==> src/rtl/upgrade_pickup_mgr_pkg.sv <==
// Shared types and helpers for the upgrade pickup manager.
// Optional award stacking is enabled with UPGRADE_STACK_EN.
package upgrade_pkg;

    localparam int COORD_W = 10;

    typedef enum logic [1:0] {
        UPG_SPEED,
        UPG_SIZE,
        UPG_SHIELD
    } upg_type_e;

    typedef enum logic {
        SLOT_ACTIVE,
        SLOT_COOLDOWN
    } slot_state_e;

    function automatic int idx_w(input int n);
        return (n > 1) ? $clog2(n) : 1;
    endfunction

    // Inclusive |b-c| <= r, widened by one bit so screen edges never wrap.
    function automatic logic in_box(
        input logic [COORD_W-1:0] bv,
        input logic [COORD_W-1:0] cv,
        input logic [COORD_W-1:0] rv
    );
        logic [COORD_W:0] b;
        logic [COORD_W:0] c;
        logic [COORD_W:0] r;
        b = {1'b0, bv};
        c = {1'b0, cv};
        r = {1'b0, rv};
        return (b + r >= c) && (b <= c + r);
    endfunction

endpackage

==> src/rtl/upgrade_pickup_mgr_if.sv <==
// Playfield geometry in, slot/effect status and collection strobe out.
interface upgrade_pickup_mgr_if #(
    parameter int NUM_PLAYERS = 2,
    parameter int NUM_SLOTS   = 4,
    parameter int NUM_TYPES   = 3
);
    import upgrade_pkg::*;

    localparam int PW = idx_w(NUM_PLAYERS);
    localparam int SW = idx_w(NUM_SLOTS);
    localparam int TW = idx_w(NUM_TYPES);

    logic [NUM_PLAYERS-1:0][COORD_W-1:0] ball_x;
    logic [NUM_PLAYERS-1:0][COORD_W-1:0] ball_y;
    logic [COORD_W-1:0]                  ball_size;
    logic [NUM_SLOTS-1:0][COORD_W-1:0]   upg_x;
    logic [NUM_SLOTS-1:0][COORD_W-1:0]   upg_y;
    logic [NUM_SLOTS-1:0][TW-1:0]        upg_type;
    logic [COORD_W-1:0]                  upg_size;
    logic [NUM_SLOTS-1:0]                slot_active;
    logic [NUM_PLAYERS-1:0][NUM_TYPES-1:0] effect_active;
    logic                                collect_pulse;
    logic [PW-1:0]                       collect_player;
    logic [SW-1:0]                       collect_slot;

    modport master (
        output ball_x, ball_y, ball_size,
        output upg_x, upg_y, upg_type, upg_size,
        input  slot_active, effect_active,
        input  collect_pulse, collect_player, collect_slot
    );

    modport slave (
        input  ball_x, ball_y, ball_size,
        input  upg_x, upg_y, upg_type, upg_size,
        output slot_active, effect_active,
        output collect_pulse, collect_player, collect_slot
    );

endinterface

==> src/rtl/upgrade_pickup_mgr_slot.sv <==
// One upgrade slot: player hit test, lowest-index arbitration,
// active/cooldown FSM and respawn counter.
module upgrade_slot
    import upgrade_pkg::*;
#(
    parameter int NUM_PLAYERS = 2,
    parameter int RESPAWN     = 300,
    parameter int CNT_W       = 12,
    localparam int PW         = idx_w(NUM_PLAYERS)
) (
    input  logic                                clk,
    input  logic                                rst,
    input  logic [NUM_PLAYERS-1:0][COORD_W-1:0] ball_x,
    input  logic [NUM_PLAYERS-1:0][COORD_W-1:0] ball_y,
    input  logic [COORD_W-1:0]                  upg_x,
    input  logic [COORD_W-1:0]                  upg_y,
    input  logic [COORD_W-1:0]                  upg_size,
    output logic                                active,
    output logic                                award,
    output logic [PW-1:0]                       winner
);

    localparam logic [CNT_W-1:0] RLOAD =
        CNT_W'((RESPAWN > 0) ? RESPAWN - 1 : 0);

    slot_state_e            state;
    slot_state_e            state_n;
    logic [CNT_W-1:0]       cnt;
    logic [CNT_W-1:0]       cnt_n;
    logic [NUM_PLAYERS-1:0] hit;

    always_comb begin
        hit    = '0;
        winner = '0;
        for (int p = 0; p < NUM_PLAYERS; p++) begin
            hit[p] = in_box(ball_x[p], upg_x, upg_size) &&
                     in_box(ball_y[p], upg_y, upg_size);
        end
        for (int p = NUM_PLAYERS - 1; p >= 0; p--) begin
            if (hit[p]) winner = PW'(p);
        end
    end

    always_ff @(posedge clk) begin
        if (rst) begin
            state <= SLOT_ACTIVE;
            cnt   <= '0;
        end else begin
            state <= state_n;
            cnt   <= cnt_n;
        end
    end

    // RESPAWN of zero leaves the slot parked in cooldown until reset.
    always_comb begin
        state_n = state;
        cnt_n   = cnt;
        unique case (state)
            SLOT_ACTIVE: begin
                if (|hit) begin
                    state_n = SLOT_COOLDOWN;
                    cnt_n   = RLOAD;
                end
            end
            SLOT_COOLDOWN: begin
                if (RESPAWN != 0) begin
                    if (cnt == '0) state_n = SLOT_ACTIVE;
                    else           cnt_n   = cnt - 1'b1;
                end
            end
            default: state_n = SLOT_ACTIVE;
        endcase
    end

    always_comb begin
        active = (state == SLOT_ACTIVE);
        award  = active && (|hit);
    end

endmodule

==> src/rtl/upgrade_pickup_mgr.sv <==
// Multi-player, multi-slot pickup manager with timed per-type effects.
// Define UPGRADE_STACK_EN to make awards add to the remaining time.
module upgrade_pickup_mgr
    import upgrade_pkg::*;
#(
    parameter int NUM_PLAYERS = 2,
    parameter int NUM_SLOTS   = 4,
    parameter int NUM_TYPES   = 3,
    parameter int DURATION    = 600,
    parameter int RESPAWN     = 300,
    parameter int CNT_W       = 12
) (
    input logic           frame_clk,
    input logic           Reset,
    upgrade_pickup_mgr_if.slave bus
);

    localparam int PW = idx_w(NUM_PLAYERS);
    localparam int SW = idx_w(NUM_SLOTS);
    localparam int TW = idx_w(NUM_TYPES);
    localparam bit PERM = (DURATION == 0);
    localparam logic [CNT_W-1:0] DUR = CNT_W'(DURATION);

    logic [NUM_SLOTS-1:0] active;
    logic [NUM_SLOTS-1:0] award;
    logic [PW-1:0]        winner [NUM_SLOTS];

    logic [NUM_PLAYERS-1:0][NUM_TYPES-1:0] grant;
    logic [CNT_W-1:0] cnt  [NUM_PLAYERS][NUM_TYPES];
    logic [CNT_W-1:0] load [NUM_PLAYERS][NUM_TYPES];
    logic [SW-1:0]    first_slot;
    logic [PW-1:0]    first_player;
    logic             unused_ball_size;

    assign unused_ball_size = ^bus.ball_size;

    for (genvar s = 0; s < NUM_SLOTS; s++) begin : g_slot
        upgrade_slot #(
            .NUM_PLAYERS(NUM_PLAYERS),
            .RESPAWN    (RESPAWN),
            .CNT_W      (CNT_W)
        ) u_slot (
            .clk     (frame_clk),
            .rst     (Reset),
            .ball_x  (bus.ball_x),
            .ball_y  (bus.ball_y),
            .upg_x   (bus.upg_x[s]),
            .upg_y   (bus.upg_y[s]),
            .upg_size(bus.upg_size),
            .active  (active[s]),
            .award   (award[s]),
            .winner  (winner[s])
        );
    end

    assign bus.slot_active = active;

    // Several same-type awards to one player in a frame merge into one grant.
    always_comb begin
        grant = '0;
        for (int s = 0; s < NUM_SLOTS; s++) begin
            for (int p = 0; p < NUM_PLAYERS; p++) begin
                for (int t = 0; t < NUM_TYPES; t++) begin
                    if (award[s] && winner[s] == PW'(p) &&
                        bus.upg_type[s] == TW'(t))
                        grant[p][t] = 1'b1;
                end
            end
        end
    end

    always_comb begin
`ifdef UPGRADE_STACK_EN
        logic [CNT_W:0] sum;
`endif
        for (int p = 0; p < NUM_PLAYERS; p++) begin
            for (int t = 0; t < NUM_TYPES; t++) begin
`ifdef UPGRADE_STACK_EN
                sum = {1'b0, cnt[p][t]} + {1'b0, DUR};
                load[p][t] = sum[CNT_W] ? '1 : sum[CNT_W-1:0];
`else
                load[p][t] = DUR;
`endif
                if (PERM) load[p][t] = CNT_W'(1);
            end
        end
    end

    always_ff @(posedge frame_clk) begin
        for (int p = 0; p < NUM_PLAYERS; p++) begin
            for (int t = 0; t < NUM_TYPES; t++) begin
                if (Reset)
                    cnt[p][t] <= '0;
                else if (grant[p][t])
                    cnt[p][t] <= load[p][t];
                else if (!PERM && cnt[p][t] != '0)
                    cnt[p][t] <= cnt[p][t] - 1'b1;
            end
        end
    end

    always_comb begin
        bus.effect_active = '0;
        for (int p = 0; p < NUM_PLAYERS; p++) begin
            for (int t = 0; t < NUM_TYPES; t++) begin
                bus.effect_active[p][t] = (cnt[p][t] != '0);
            end
        end
    end

    always_comb begin
        first_slot   = '0;
        first_player = '0;
        for (int s = NUM_SLOTS - 1; s >= 0; s--) begin
            if (award[s]) begin
                first_slot   = SW'(s);
                first_player = winner[s];
            end
        end
    end

    // Reported player/slot hold their last value between collections.
    always_ff @(posedge frame_clk) begin
        if (Reset) begin
            bus.collect_pulse  <= 1'b0;
            bus.collect_player <= '0;
            bus.collect_slot   <= '0;
        end else begin
            bus.collect_pulse <= |award;
            if (|award) begin
                bus.collect_player <= first_player;
                bus.collect_slot   <= first_slot;
            end
        end
    end

endmodule

==> src/flat_wrapper.sv <==
// flat-port wrapper written by rule: the top's interface ports become plain ports
module upgrade_pickup_mgr_flat import upgrade_pkg::*;
#(
    parameter int NUM_PLAYERS = 2,
    parameter int NUM_SLOTS   = 4,
    parameter int NUM_TYPES   = 3,
    parameter int DURATION    = 600,
    parameter int RESPAWN     = 300,
    parameter int CNT_W       = 12
)
  (frame_clk, Reset, bus_ball_x, bus_ball_y, bus_ball_size, bus_upg_x, bus_upg_y, bus_upg_type, bus_upg_size, bus_slot_active, bus_effect_active, bus_collect_pulse, bus_collect_player, bus_collect_slot);
  upgrade_pickup_mgr_if #(.NUM_PLAYERS(NUM_PLAYERS), .NUM_SLOTS(NUM_SLOTS), .NUM_TYPES(NUM_TYPES)) bus_i ();
  input logic frame_clk;
  input logic Reset;
  input wire logic [$bits(bus_i.ball_x)-1:0] bus_ball_x;
  input wire logic [$bits(bus_i.ball_y)-1:0] bus_ball_y;
  input wire logic [$bits(bus_i.ball_size)-1:0] bus_ball_size;
  input wire logic [$bits(bus_i.upg_x)-1:0] bus_upg_x;
  input wire logic [$bits(bus_i.upg_y)-1:0] bus_upg_y;
  input wire logic [$bits(bus_i.upg_type)-1:0] bus_upg_type;
  input wire logic [$bits(bus_i.upg_size)-1:0] bus_upg_size;
  output wire logic [$bits(bus_i.slot_active)-1:0] bus_slot_active;
  output wire logic [$bits(bus_i.effect_active)-1:0] bus_effect_active;
  output wire logic [$bits(bus_i.collect_pulse)-1:0] bus_collect_pulse;
  output wire logic [$bits(bus_i.collect_player)-1:0] bus_collect_player;
  output wire logic [$bits(bus_i.collect_slot)-1:0] bus_collect_slot;
  assign bus_i.ball_x = bus_ball_x;
  assign bus_i.ball_y = bus_ball_y;
  assign bus_i.ball_size = bus_ball_size;
  assign bus_i.upg_x = bus_upg_x;
  assign bus_i.upg_y = bus_upg_y;
  assign bus_i.upg_type = bus_upg_type;
  assign bus_i.upg_size = bus_upg_size;
  assign bus_slot_active = bus_i.slot_active;
  assign bus_effect_active = bus_i.effect_active;
  assign bus_collect_pulse = bus_i.collect_pulse;
  assign bus_collect_player = bus_i.collect_player;
  assign bus_collect_slot = bus_i.collect_slot;
  upgrade_pickup_mgr #(.NUM_PLAYERS(NUM_PLAYERS), .NUM_SLOTS(NUM_SLOTS), .NUM_TYPES(NUM_TYPES), .DURATION(DURATION), .RESPAWN(RESPAWN), .CNT_W(CNT_W)) u_core (.frame_clk(frame_clk), .Reset(Reset), .bus(bus_i));
endmodule
==> config.mk <==
export PLATFORM = sky130hd
export DESIGN_NAME = upgrade_pickup_mgr_flat
export DESIGN_NICKNAME = d
export VERILOG_FILES = /design/src/rtl/upgrade_pickup_mgr_pkg.sv /design/src/rtl/upgrade_pickup_mgr_if.sv /design/src/rtl/upgrade_pickup_mgr_slot.sv /design/src/rtl/upgrade_pickup_mgr.sv /design/src/flat_wrapper.sv
export SDC_FILE = /design/constraint.sdc
export NUM_CORES = 1
export LEC_CHECK = 0
export CAP_MARGIN = 40
export CORE_ASPECT_RATIO = 1.1
export CORE_MARGIN = 2
export CORE_UTILIZATION = 40
export DETAILED_ROUTE_END_ITERATION = 6
export SLEW_MARGIN = 10
export SYNTH_ARGS = -nofsm -noshare
export SYNTH_HDL_FRONTEND = slang
export SYNTH_SLANG_ARGS = --single-unit
==> constraint.sdc <==
create_clock -name frame_clk -period 6.6 [get_ports frame_clk]
set_clock_uncertainty 0.05 [all_clocks]
set_input_delay 1.32 -clock frame_clk [delete_from_list [all_inputs] [get_ports frame_clk]]
set_output_delay 1.32 -clock frame_clk [all_outputs]
set_load 0.05 [all_outputs]
==> results.txt <==
Initial antenna violation count - 2
Vias/cell - 5.734
Share of the synthesized area in the top cell type - 28.21%
Synth top area cells - ha_1 (28%), edfxtp_1 (11%), dfxtp_1 (5.9%)
Worst hold path type - flip-flop to flip-flop
PortBufs - 153
Status - finished, final reports clean
Synth Instances - 2223
Largest net degree at the start of global routing - 66
Num CTS Buffers - 17
Post-DP HPWL - 50870 um
Vias in the first global route - 18000
Fin crit share - 97.22%
YS warnings - 0
Max-slew violation count - 0
Final cell count without fillers - 3124
F_max - 0.1559 GHz
Die Width - 211.2 um
Cell area power density - 283.1 nW/um^2
RSZ-0062 raised after global routing - false
Post-synth cell types - 92
Startpoint class of the critical path - input port
Clock slew at reported path FFs - 0.06 ns
Commonest cells post-synth - ha_1 (426), inv_1 (183), a21oi_1 (167), nor2_1 (151), nand2_1 (114)
Sequential cell area - 3283 um^2
Ratio of cells with drive above 1 in the final layout - 9.095%
Detailed Routing Iterations Pass 1 - 5
Hold-fix buffers at CTS - 0
Syn_area_per_cell - 8.501 um^2
Total die area - 49000 um^2
Die span in y - 232.0 um
Post-DP Area - 22230 um^2
GRT Total Usage - 24.57%
Worst EP arrival - 6.50 ns
Longest Clk Path Bufs - 2
Sequential area share after synthesis - 17.37%
I/O Pins - 164
Final min period - 6.416 ns
Final wirelength - 60070 um
Reg2Reg Setup Slack - 4.01 ns
Worst-Margin Slew - 0.7747 ns
Endpoints failing hold - 0
Area Overhead vs Synth - 20.96%
Initial core utilization - 40.53%
WL/cell - 19.23 um
Leakage - 10.54 nW
Nets@finish - 3104
Worst path required time - 6.68 ns
H-tree depth - 4
Remaining antenna violation count after routing - 0
Clock latency on the worst-skew pair - 0.42 ns
GRT Residual Overflow - 0
CTS tree - yes
Routability congestion estimate - 0.9793
Post-synth EDFFs - 72
CP endpoint kind - flip-flop
Total power - 6.470 mW
Synth area leader - ha_1
Layout fillers - 4481
DR iter-0 viols - 1121
Finished Core Util - 49.02%
Routed vias - 17910
Drc violations - 0
First-pass GRT wire length - 94760 um
Root buf cell - clkbuf_16
Top-count cell post-synth - ha_1
Final setup viols - 0
Setup tns final - 0 ns
CP Class - input port to flip-flop
Crit path max fanout - 13
Post-synth ARST share - 0%
Area of the multi-input gates - 14790 um^2
Post-synthesis net count - 2811
Max-Slew Margin vs Limit - 48.19%
#FFs+latches synth - 128
CTS Sinks - 128
Area of the mapped netlist - 18900 um^2
Ys flop type - edfxtp_1
# diodes - 0
Core area - 46630 um^2
Max VDD drop - 0.2188 mV
Cell Rows - 83
Design area - 22860 um^2
MaxCap Viol Count - 0
Dpl cells - 3092
layout by cell type (no fill, tap or decap), types with 15 or more instances in the layout:
master and instances:
a211o_1 15, a211oi_1 27, a21o_1 64, a21oi_1 167
and3_1 22, buf_4 149, clkbuf_16 17, clkdlybuf4s50_1 152
dfxtp_1 56, edfxtp_1 72, ha_1 426, inv_1 183
nand2_1 114, nand2b_1 41, nand3_1 48, nand4_1 35
nor2_1 151, nor2b_1 36, nor3_1 65, nor4_1 39
o21a_1 54, o21ai_0 93, o21bai_1 32, or3_1 26
xnor2_1 98, xor2_1 70
cell families after synthesis:
logic type	after synthesis	share of synthesized area, %
XOR/XNOR	176	8.528
adder cells (fa/ha/maj)	447	29.96
flip-flops	128	17.37
AO/OA/AOI/OAI	595	21.18
buffers and inverters	217	4.582
multiplexers	6	0.3244
AND/OR/NAND/NOR	654	18.05
path summary, 6_finish.rpt:
kind,endpoint,cells after the start,start
hold / removal,u_core.g_slot[1].u_slot.cnt[6]$_SDFFE_PP0P_,2,u_core.g_slot[1].u_slot.cnt[6]$_SDFFE_PP0P_
hold reg to reg,u_core.g_slot[1].u_slot.cnt[6]$_SDFFE_PP0P_,2,u_core.g_slot[1].u_slot.cnt[6]$_SDFFE_PP0P_
setup / recovery,u_core.cnt[1][24]$_SDFFCE_PN0P_,23,bus_upg_size[1]
setup reg to reg,u_core.cnt[1][3]$_DFFE_PP_,6,u_core.cnt[1][4]$_DFFE_PP_
routing by layer:
metal / share of wire [%] / vias to the layer above / track usage [%]
li1: - / 8878 / -
met1: 44 / 8476 / 31.44
met2: 47 / 449 / 42.59
met3: 4.6 / 107 / 2.691
met4: 3.4 / 4 / 8.803
met5: 0.033 / - / 0
flip-flops by register name, summed over array words and instances, names as in the netlist:
register and count:
u_core.bus.collect_player 1, u_core.cnt 72, u_core.g_slot.u_slot.cnt 48, u_core.g_slot.u_slot.state 4, u_core.bus.collect_slot 2, u_core.bus.collect_pulse 1
worst max-delay path, cell delays in order:
cell and delay (ns):
clkdlybuf4s50_1 0.45, buf_12 0.18, inv_1 0.13, buf_4 0.26, fa_1 0.25, nor2b_1 0.07
o31a_1 0.29, o41ai_1 0.40, buf_4 0.20, o21bai_1 0.07, xnor2_1 0.16, ha_1 0.31
nand4_1 0.13, or4_1 0.48, a211oi_2 0.31, buf_4 0.17, nor4_4 0.04, or3b_2 0.52
nor3_1 0.16, a31oi_1 0.06, nor3b_2 0.18, nand4_1 0.16, buf_4 0.18
repair_timing:
action,in CTS,in global routing
endpoints found under the hold margin,0,0
buffers inserted,0,0
gates resized for setup,0,7
setup endpoints to repair,0,71
power by group:
group          switching [mW]  internal [mW]
logic                    2.25           1.78
clock network           0.366          0.561
registers               0.277           1.24
per-stage QoR:
stage,hold WS [ns],worst slack (ns)
after detailed placement,0.4192,-0.3162
after floorplan,0.3987,0.6833
after global placement,0.4106,-0.2514
after global routing,0.4521,0.002768
after CTS,0.4271,0.1165
final,0.4333,0.1836
final cells by class:
type | instances | area share (%)
Inverter | 183 | 3.005
Multi-Input combinational cell | 1878 | 64.71
Timing Repair Buffer | 308 | 12.10
Clock buffer | 18 | 1.878
Clock inverter | 14 | 0.6843
Tap cell | 595 | 3.257
Sequential cell | 128 | 14.36
Note: power is estimated with default switching activity, not from simulation.
